`src/rtl/cu_write_arbiter_control_pkg.sv`:
```
// Shared types and constants for the write-channel arbiter and its neighbours.
// Optional feature macro used by the arbiter: CU_WRITE_ARBITER_BURST_EN.
package cu_write_arbiter_control_pkg;

    localparam logic [7:0] DATA_WRITE_CONTROL_ID     = 8'h10;
    localparam int         WRITE_ARB_MAX_OUTSTANDING = 32;
    localparam int         WRITE_ARB_BURST_LEN       = 4;

    typedef enum logic [1:0] {
        DISABLED = 2'd0,
        ACTIVE   = 2'd1,
        DRAIN    = 2'd2
    } write_arb_state_e;

    typedef struct packed {
        logic        valid;
        logic [7:0]  cu_id;
        logic [31:0] address;
        logic [7:0]  size;
    } CommandBufferLine;

    typedef struct packed {
        logic [31:0] data;
    } ReadWriteDataLine;

    typedef struct packed {
        logic [7:0] cu_id;
        logic [7:0] tag;
    } ResponseControl;

    typedef struct packed {
        logic           valid;
        ResponseControl cmd;
    } ResponseBufferLine;

    typedef struct packed {
        logic alfull;
    } BufferStatus;

endpackage

```
`src/rtl/cu_write_arbiter_control_arbiter.sv`:
```
// Combinational round-robin arbiter: scans the request vector starting at the
// priority pointer and returns a one-hot grant plus the winner's index.
module round_robin_priority_arbiter_N_input #(
    parameter int  NUM_INPUTS = 4,
    localparam int PTR_W      = (NUM_INPUTS > 1) ? $clog2(NUM_INPUTS) : 1
) (
    input  logic [NUM_INPUTS-1:0] request_in,
    input  logic [PTR_W-1:0]      pointer_in,
    output logic [NUM_INPUTS-1:0] grant_out,
    output logic                  grant_valid_out,
    output logic [PTR_W-1:0]      grant_index_out
);

    // First requester at or after the pointer (wrapping) wins.
    always_comb begin
        int   idx;
        logic found;
        // NOTE: every output gets a default before any branch so no latch is inferred.
        found           = 1'b0;
        idx             = 0;
        grant_out       = '0;
        grant_index_out = '0;
        for (int k = 0; k < NUM_INPUTS; k++) begin
            idx = int'(pointer_in) + k;
            if (idx >= NUM_INPUTS) idx = idx - NUM_INPUTS;
            if (!found && request_in[idx]) begin
                found           = 1'b1;
                grant_out[idx]  = 1'b1;
                grant_index_out = PTR_W'(idx);
            end
        end
        grant_valid_out = found;
    end

endmodule

```
`src/rtl/cu_write_arbiter_control.sv`:
```
// Shares one write command/data channel among several write engine controls.
// Round-robin grant, credit-limited issue, response demux by cu_id, and a
// drain FSM for clean quiesce. Define CU_WRITE_ARBITER_BURST_EN to let a
// winner keep priority for up to WRITE_ARB_BURST_LEN consecutive grants.
module cu_write_arbiter_control
    import cu_write_arbiter_control_pkg::*;
#(
    parameter int         NUM_REQUESTERS  = 4,
    parameter logic [7:0] REQ_ID_BASE     = DATA_WRITE_CONTROL_ID,
    parameter int         MAX_OUTSTANDING = WRITE_ARB_MAX_OUTSTANDING,
    localparam int        PTR_W           = $clog2(NUM_REQUESTERS),
    localparam int        CNT_W           = $clog2(MAX_OUTSTANDING + 1)
) (
    input  logic                                   clock,
    input  logic                                   rst,
    input  logic                                   enabled_in,
    input  CommandBufferLine  [NUM_REQUESTERS-1:0] write_command_in,
    input  ReadWriteDataLine  [NUM_REQUESTERS-1:0] write_data_0_in,
    input  ReadWriteDataLine  [NUM_REQUESTERS-1:0] write_data_1_in,
    output logic              [NUM_REQUESTERS-1:0] request_ready_out,
    input  BufferStatus                            write_command_buffer_status,
    input  ResponseBufferLine                      write_response_in,
    output CommandBufferLine                       write_command_out,
    output ReadWriteDataLine                       write_data_0_out,
    output ReadWriteDataLine                       write_data_1_out,
    output ResponseBufferLine [NUM_REQUESTERS-1:0] write_response_out,
    output logic              [CNT_W-1:0]          outstanding_count,
    output logic                                   drained_out
);

    write_arb_state_e                       state_q, state_d;
    logic              [PTR_W-1:0]          rr_ptr_q, rr_ptr_d;
    logic              [CNT_W-1:0]          outstanding_q, outstanding_d;
    CommandBufferLine                       cmd_q, cmd_d;
    ReadWriteDataLine                       data0_q, data0_d;
    ReadWriteDataLine                       data1_q, data1_d;
    ResponseBufferLine [NUM_REQUESTERS-1:0] resp_q, resp_d;

    logic                      can_issue;
    logic [NUM_REQUESTERS-1:0] req_vec;
    logic [NUM_REQUESTERS-1:0] grant;
    logic                      grant_valid;
    logic [PTR_W-1:0]          grant_idx;
    logic                      resp_dec;
    logic                      any_out_valid;

    function automatic logic [PTR_W-1:0] ptr_after(input logic [PTR_W-1:0] idx);
        return (idx == PTR_W'(NUM_REQUESTERS - 1)) ? '0 : idx + PTR_W'(1);
    endfunction

    // Issue only while active, downstream has room and a credit is free.
    assign can_issue = (state_q == ACTIVE) && !write_command_buffer_status.alfull &&
                       (outstanding_q < CNT_W'(MAX_OUTSTANDING));

    // Requests are masked so the arbiter never grants when issue is blocked.
    always_comb begin
        req_vec = '0;
        for (int i = 0; i < NUM_REQUESTERS; i++) begin
            req_vec[i] = write_command_in[i].valid && can_issue;
        end
    end

    round_robin_priority_arbiter_N_input #(
        .NUM_INPUTS (NUM_REQUESTERS)
    ) u_arbiter (
        .request_in      (req_vec),
        .pointer_in      (rr_ptr_q),
        .grant_out       (grant),
        .grant_valid_out (grant_valid),
        .grant_index_out (grant_idx)
    );

    assign request_ready_out = grant;

    // Winner's triple passes through unmodified; zeros when nothing is granted.
    always_comb begin
        cmd_d   = '0;
        data0_d = '0;
        data1_d = '0;
        if (grant_valid) begin
            cmd_d   = write_command_in[grant_idx];
            data0_d = write_data_0_in[grant_idx];
            data1_d = write_data_1_in[grant_idx];
        end
    end

    // Route each response to the requester owning its cu_id; unmatched ids are dropped.
    always_comb begin
        resp_d = '0;
        for (int i = 0; i < NUM_REQUESTERS; i++) begin
            if (write_response_in.valid &&
                write_response_in.cmd.cu_id == REQ_ID_BASE + 8'(i)) begin
                resp_d[i] = write_response_in;
            end
        end
    end

    // Credit counter: a grant takes one, any response returns one, never below zero.
    always_comb begin
        resp_dec      = write_response_in.valid && (outstanding_q != '0);
        outstanding_d = outstanding_q;
        case ({grant_valid, resp_dec})
            2'b10:   outstanding_d = outstanding_q + CNT_W'(1);
            2'b01:   outstanding_d = outstanding_q - CNT_W'(1);
            default: outstanding_d = outstanding_q;
        endcase
    end

    // Drain FSM: leave DRAIN for DISABLED only once credits and outputs are idle.
    always_comb begin
        any_out_valid = cmd_q.valid;
        for (int i = 0; i < NUM_REQUESTERS; i++) begin
            any_out_valid = any_out_valid | resp_q[i].valid;
        end
        state_d = state_q;
        case (state_q)
            DISABLED: if (enabled_in) state_d = ACTIVE;
            ACTIVE:   if (!enabled_in) state_d = DRAIN;
            DRAIN: begin
                if (enabled_in) begin
                    state_d = ACTIVE;
                end else if (outstanding_q == '0 && !any_out_valid) begin
                    state_d = DISABLED;
                end
            end
            default:  state_d = DISABLED;
        endcase
    end

`ifdef CU_WRITE_ARBITER_BURST_EN
    logic [1:0] burst_cnt_q, burst_cnt_d;

    // Holder keeps priority until its 4th grant or until its request drops.
    always_comb begin
        rr_ptr_d    = rr_ptr_q;
        burst_cnt_d = burst_cnt_q;
        if (grant_valid) begin
            if (grant_idx != rr_ptr_q) begin
                rr_ptr_d    = grant_idx;
                burst_cnt_d = 2'd1;
            end else if (burst_cnt_q == 2'(WRITE_ARB_BURST_LEN - 1)) begin
                rr_ptr_d    = ptr_after(grant_idx);
                burst_cnt_d = 2'd0;
            end else begin
                burst_cnt_d = burst_cnt_q + 2'd1;
            end
        end else if (burst_cnt_q != 2'd0 && !write_command_in[rr_ptr_q].valid) begin
            rr_ptr_d    = ptr_after(rr_ptr_q);
            burst_cnt_d = 2'd0;
        end
    end

    // Burst counter register.
    always_ff @(posedge clock or posedge rst) begin
        if (rst) burst_cnt_q <= 2'd0;
        else     burst_cnt_q <= burst_cnt_d;
    end
`else
    // Pure round-robin: priority moves just past every winner.
    always_comb begin
        rr_ptr_d = rr_ptr_q;
        if (grant_valid) rr_ptr_d = ptr_after(grant_idx);
    end
`endif

    // State, pointer, credits and registered outputs.
    always_ff @(posedge clock or posedge rst) begin
        // NOTE: sequential state uses non-blocking assignments so every flop samples pre-edge values.
        if (rst) begin
            state_q       <= DISABLED;
            rr_ptr_q      <= '0;
            outstanding_q <= '0;
            cmd_q         <= '0;
            data0_q       <= '0;
            data1_q       <= '0;
            resp_q        <= '0;
        end else begin
            state_q       <= state_d;
            rr_ptr_q      <= rr_ptr_d;
            outstanding_q <= outstanding_d;
            cmd_q         <= cmd_d;
            data0_q       <= data0_d;
            data1_q       <= data1_d;
            resp_q        <= resp_d;
        end
    end

    assign write_command_out  = cmd_q;
    assign write_data_0_out   = data0_q;
    assign write_data_1_out   = data1_q;
    assign write_response_out = resp_q;
    assign outstanding_count  = outstanding_q;
    assign drained_out        = (state_q == DISABLED);

endmodule

```
`config.mk`:
```
export PLATFORM = sky130hd
export DESIGN_NAME = cu_write_arbiter_control
export DESIGN_NICKNAME = d
export VERILOG_FILES = /design/src/rtl/cu_write_arbiter_control_pkg.sv /design/src/rtl/cu_write_arbiter_control_arbiter.sv /design/src/rtl/cu_write_arbiter_control.sv
export SDC_FILE = /design/constraint.sdc
export NUM_CORES = 1
export LEC_CHECK = 0
export ABC_AREA = 1
export CAP_MARGIN = 20
export CORE_AREA = 2 2 262 264
export CTS_BUF_LIST = sky130_fd_sc_hd__clkbuf_8
export CTS_CLUSTER_SIZE = 10
export DETAILED_ROUTE_END_ITERATION = 10
export DIE_AREA = 0 0 264 266
export HOLD_SLACK_MARGIN = 0.08
export PLACE_DENSITY = 0.44
export SLEW_MARGIN = 30
export SYNTH_ARGS = -nofsm -noshare
export SYNTH_HDL_FRONTEND = slang
export SYNTH_SLANG_ARGS = --single-unit
```
`constraint.sdc`:
```
create_clock -name clock -period 19.4 [get_ports clock]
set_input_delay 5.82 -clock clock [delete_from_list [all_inputs] [get_ports clock]]
set_output_delay 5.82 -clock clock [all_outputs]
set_load 0.005 [all_outputs]
```
==> run_results.csv, run 1 <==
group,metric,value,unit
cts,cts_max_path_buffers,2,
critical_path,r2r_cells,13,
yosys,synthArstFlopShare,1.00,
global_route,grt_use_total,0.170,
detailed_routing,wl,60600,µm
global_route,grt_pass1_wl,90300,µm
yosys,ys_seq_area_frac,0.394,
critical_path,critPathMaxStageDelay,0.56,ns
critical_path,worst-setup-path-type,"in2out",
critical_path,arrival,8.43,ns
timing,hold_viol,0,
floorplanning,coreArea,67700,µm²
detailed_routing,drtPass1Iterations,5,
timing,slew_viol_final,0,
timing,tns,0,ns
place,dp_hpwl,43100,µm
timing,finalClockSkew,0.0173,ns
detailed_routing,detail-route-antenna-nets,0,
cts,cts-root-buf,"clkbuf_8",
critical_path,cp-end-kind,"output pin",
layout,final_cell_mix,"664 x clkdlybuf4s50_1, 479 x inv_1, 352 x nand3_1",
min_path,whs_path_depth,1,
floorplanning,rows,96,
timing,hold_slack,0.567,ns
power,powerDensity,193,nW/µm²
critical_path,r2r-end,"write_data_1_out[3]",
yosys,synth.avg_cell_area,6.88,µm²
critical_path,crit_path_start_kind,"input port",
place,gp_congestion,0.890,
layout,layout-area-overhead-vs-synth,64.1,%
min_path,min-delay-start,"outstanding_count[0]",
power,finalPower,3830,µW
timing,max-slew-margin-rel,0.368,
critical_path,critPathTopFamily,"simple AND/OR/NAND/NOR gates",
critical_path,cp_cell_sequence,"clkdlybuf4s50_1 -> nor2_1 -> nand4_1 -> nand3_2 -> nand2_4 -> inv_2 -> nand2_4 -> o21ai_0 -> a31oi_1 -> o21ai_0 -> clkdlybuf4s50_1",
min_path,min_to,"outstanding_count[0]",
layout,drive_above_1_share,0.0312,
yosys,synth_cell_type_count,38,
power,seq_power_share,0.161,
cts,cts_resized,0,
detailed_routing,drcViolationCount,0,
critical_path,cp.buffers_inverters,3,
critical_path,cp_max_fo,12,
yosys,synth-main-ff-cell,"dfrtp_1",
cts,htree_num_levels,4,
yosys,ys_ff_latch,191,
detailed_routing,drt-initial-drc-count,955,
place,placed_cells,3222,
detailed_routing,vias,13885,
cts,cts_sinks,191,
critical_path,cp_slowest_cell,"clkdlybuf4s50_1",
global_route,antenna_found_initial,9,
layout,final_common_cell,"clkdlybuf4s50_1",
yosys,yosysWarnings,0,
timing,setup_viol,0,
detailed_routing,wl_per_cell,18.6,µm
floorplanning,die_area,70200,µm²
cts,cts_buffers,17,
cts,cts_tree,"built",
cts,hold_buffers,0,
power,combPwrFrac,0.757,
cts,insertion_delay,0.56,ns
yosys,syn_inst,1764,
power,p_leak,0.00990,µW
cts,clk_pin_slew,0.13,ns
power,p_sw,2190,µW
floorplanning,num_io_pins,665,
critical_path,reg2reg_slack,14.48,ns
timing,tightest_slew,0.948,ns
power,p_int,1640,µW
critical_path,required,13.58,ns
cts,cts_setup_buffers,0,
critical_path,worstReg2RegStart,"rr_ptr_q[0]",
layout,fin_nets,2843,
floorplanning,start_util,0.179,
detailed_routing,viasPerCell,4.26,
timing,rsz0062_at_grt,"no",
run_status,status,"complete, no violations",
global_route,grt_max_degree,71,
floorplanning,die_w,264,µm
global_route,grt_remaining_overflow,0,
place,port_buffers,664,
timing,fin_crit_sh,0.735,
timing,min_period,14.25,ns
power,swShare,0.572,
yosys,netlist_area,12100,µm²
min_path,hp-class,"reg2reg",
timing,fmax,0.0702,GHz
layout,layout.cells.non_filler,3260,
floorplanning,die_h,266,µm
run,maxCapViolCount,0,
power,max-vdd-ir-drop,0.145,mV
yosys,synth-edff-count,0,
global_route,grt_pass1_vias,14298,
power,pwr-share-clk,0.081,
state kept, by name, indices dropped and copies added (netlist names):
signal and flops:
write_response_out 68, write_command_out 49, write_data_0_out 32, write_data_1_out 32, outstanding_count 6, rr_ptr_q 2
state_q 2
power by group through the flow:
stage | sequential, µW | combinational [µW] | clock (µW)
2_1_floorplan | 629 | 1900 | 0
3_3_place_gp | 623 | 2930 | 0
3_5_place_dp | 626 | 2940 | 0
4_1_cts | 619 | 2950 | 337
5_1_grt | 632 | 3210 | 347
6_report | 618 | 2900 | 312
stage by stage:
step / worst slack (ns) / utilization / instance area, µm²
CTS: 5.20 / 0.294 / 19900
floorplan: 6.67 / - / 12200
global route: 4.92 / 0.294 / 19900
finish: 5.15 / 0.294 / 19900
detailed placement: 5.22 / 0.287 / 19400
global placement: 5.32 / 0.287 / 19400
final cells by class:
cell class,count,area (µm²)
sequential,191,4780
multi-input combinational,983,4950
clock buffer,17,234
fill,7418,47800
clock inverter,15,220
inverter,486,1840
timing repair buffer,680,6770
antenna,6,15.0
tap,882,1100
worst max-delay path by stage:
stage | to | startpoint | cells past startpoint
CTS | request_ready_out[0] | write_command_buffer_status | 10
finish | request_ready_out[2] | write_command_buffer_status | 11
floorplan | request_ready_out[0] | write_command_buffer_status | 9
detailed placement | request_ready_out[0] | write_command_buffer_status | 10
global route | request_ready_out[2] | write_command_buffer_status | 11
global placement | request_ready_out[0] | write_command_buffer_status | 9
cells in the mapped netlist, drive strengths merged (2+ instances only):
library cell	number	area, µm²
nand3	360	1840
nor3	13	65.1
a31oi	2	12.5
a21oi	117	589
clkbuf	38	143
a32oi	3	26.3
ha	11	138
nand4	121	772
nor2	46	178
buf	89	572
nor4	3	18.8
o221ai	3	26.3
xnor2	5	43.8
o21ai	7	35.0
nand2	259	997
inv	485	1820
dfrtp	191	4780
kinds of logic (layout without fill, tap and decap cells):
kind of cell,count (synthesis),count (layout),synth area share
flip-flops,191,191,0.394
AO/OA/AOI/OAI,136,136,0.0592
other,1,30,0.000309
AND/OR/NAND/NOR,806,806,0.322
buffers and inverters,613,1198,0.209
XOR/XNOR,6,6,0.00433
adder cells (fa/ha/maj),11,11,0.0113
metal layers:
| layer | track usage | share of wire |
|---|---|---|
| met1 | 0.203 | 0.40 |
| met4 | 0.0559 | 0.025 |
| met3 | 0.0482 | 0.076 |
| met5 | 0 | 0.00048 |
| met2 | 0.292 | 0.49 |
Power figures use the tool's default switching activity.
==> run 2, diff against run 1 <==
Settings changed: CORE_AREA 2 2 262 264 to 2 2 256 258, DIE_AREA 0 0 264 266 to 0 0 258 260, PLACE_DENSITY 0.44 to 0.46.
Clock period 19.4 ns to 13.5 ns, I/O delays scaled along.
==> run_results.csv, run 2 (synthesis gave the netlist of run 1 again) <==
group,metric,value,unit
layout,layout-area-overhead-vs-synth,63.7,%
floorplanning,die_w,258,µm
run,maxCapViolCount,0,
timing,tns,0,ns
critical_path,required,9.45,ns
critical_path,reg2reg_slack,8.47,ns
global_route,grt_max_degree,93,
power,p_leak,0.00990,µW
timing,tightest_slew,0.948,ns
power,max-vdd-ir-drop,0.369,mV
critical_path,crit_path_start_kind,"input port",
detailed_routing,drtPass1Iterations,6,
global_route,grt_remaining_overflow,0,
layout,seq_area,4780,µm²
global_route,grt_pass1_vias,14337,
floorplanning,die_area,67100,µm²
layout,multi_input_area,4950,µm²
power,powerDensity,280,nW/µm²
critical_path,arrival,6.65,ns
detailed_routing,wl,63300,µm
timing,rsz0062_at_grt,"no",
detailed_routing,drt-initial-drc-count,1041,
critical_path,cp-end-kind,"output pin",
timing,max-slew-margin-rel,0.368,
floorplanning,num_io_pins,665,
place,dp_hpwl,43900,µm
cts,cts-root-buf,"clkbuf_8",
critical_path,cp_max_fo,12,
cts,cts_buffers,17,
global_route,gr-usage-met1,0.215,
layout,final_cell_mix,"664 x clkdlybuf4s50_1, 479 x inv_1, 352 x nand3_1",
global_route,grt_use_total,0.184,
cts,cts_tree,"built",
timing,hold_viol,0,
critical_path,r2r-end,"write_data_1_out[13]",
global_route,grtUsageMet2,0.321,
layout,drive_above_1_share,0.0316,
place,port_buffers,664,
min_path,min-delay-start,"outstanding_count[2]",
layout,largest_register_ffs,68,
place,place_ws,2.83,ns
timing,fmax,0.0935,GHz
critical_path,r2r_cells,13,
min_path,hp-class,"reg2reg",
detailed_routing,viasPerCell,4.39,
timing,finalClockSkew,0.0167,ns
global_route,grt-busiest-layer,"met2",
global_route,antenna_found_initial,8,
layout,layout.cells.non_filler,3229,
place,placed_cells,3195,
cts,cts_sinks,191,
timing,setup_slack,2.80,ns
layout,fin_nets,2844,
cts,hold_buffers,0,
floorplanning,rows,93,
run_status,status,"complete, no violations",
floorplanning,die_h,260,µm
cts,cts_setup_buffers,0,
detailed_routing,wl_per_cell,19.6,µm
power,finalPower,5550,µW
global_route,use_met3,0.0526,
cts,insertion_delay,0.58,ns
critical_path,crit_start,"write_command_buffer_status",
floorplanning,coreArea,64100,µm²
detailed_routing,vias,14174,
global_route,grt_pass1_wl,91900,µm
timing,fin_crit_sh,0.792,
place,place_area,19400,µm²
cts,cts_resized,0,
cts,clk_pin_slew,0.13,ns
detailed_routing,detail-route-antenna-nets,0,
cts,cts_max_path_buffers,2,
timing,setup_viol,0,
cts,htree_num_levels,4,
layout,design_area,19900,µm²
critical_path,worst-setup-path-type,"in2out",
detailed_routing,drcViolationCount,0,
place,gp_congestion,0.897,
floorplanning,start_util,0.189,
min_path,whs_path_depth,2,
min_path,min_to,"outstanding_count[2]",
critical_path,worstReg2RegStart,"rr_ptr_q[0]",
layout,num-fill-cells,6926,
timing,min_period,10.70,ns
layout,final_common_cell,"clkdlybuf4s50_1",
timing,slew_viol_final,0,
==> run 2: changes by cell type in the layout (fill, tap and decap cells not counted) <==
| cell | previous run | this run |
|---|---|---|
| buf_4 | 15 | 16 |
| inv_8 | 2 | 4 |
| buf_6 | 1 | 0 |
| clkinv_8 | 6 | 4 |
| inv_16 | 1 | 0 |
| buf_16 | 0 | 1 |
| diode_2 | 6 | 1 |
| clkinvlp_4 | 0 | 1 |
==> run 2: critical path: stages <==
cell and delay [ns]:
clkdlybuf4s50_1 0.41, nor2_1 0.57, nand3_1 0.19, nand2_1 0.12
nand3_1 0.12, nand2_2 0.17, nor2_2 0.09, a32oi_1 0.20
o221ai_1 0.23, clkdlybuf4s50_1 0.51
==> run 2: power breakdown <==
part	switching, µW	total (µW)	leakage [µW]	internal, µW
combinational	2820	4220	0.00728	1400
clock	292	439	0.000210	147
sequential	83.4	893	0.00241	810
total	3200	5550	0.00990	2360
==> run 2: per-layer routing <==
metal / wire, µm / up-vias
met5: 97 / -
li1: - / 6665
met2: 31400 / 592
met1: 25200 / 6810
met3: 5020 / 93
met4: 1590 / 14
==> run 2: area by class of cell <==
class,count,area share
Clock buffer,17,0.0118
Multi-Input combinational cell,983,0.249
Tap cell,855,0.0539
Sequential cell,191,0.241
Clock inverter,15,0.00995
Timing Repair Buffer,681,0.342
Antenna cell,1,0.000126
Inverter,486,0.0925
==> run 2: how the worst max path moves through the flow <==
stage	to	cells after the start
after floorplan	outstanding_count[0]	1
after global placement	request_ready_out[2]	11
after detailed placement	request_ready_out[0]	10
after CTS	request_ready_out[0]	10
after global routing	request_ready_out[0]	10
final	request_ready_out[3]	10
==> run 2: metrics by stage <==
stage                     utilization  hold slack (ns)
after floorplan                     -            0.509
after detailed placement        0.303            0.567
after global placement          0.303            0.551
after global routing            0.310            0.637
final                           0.310            0.599
after CTS                       0.309            0.600
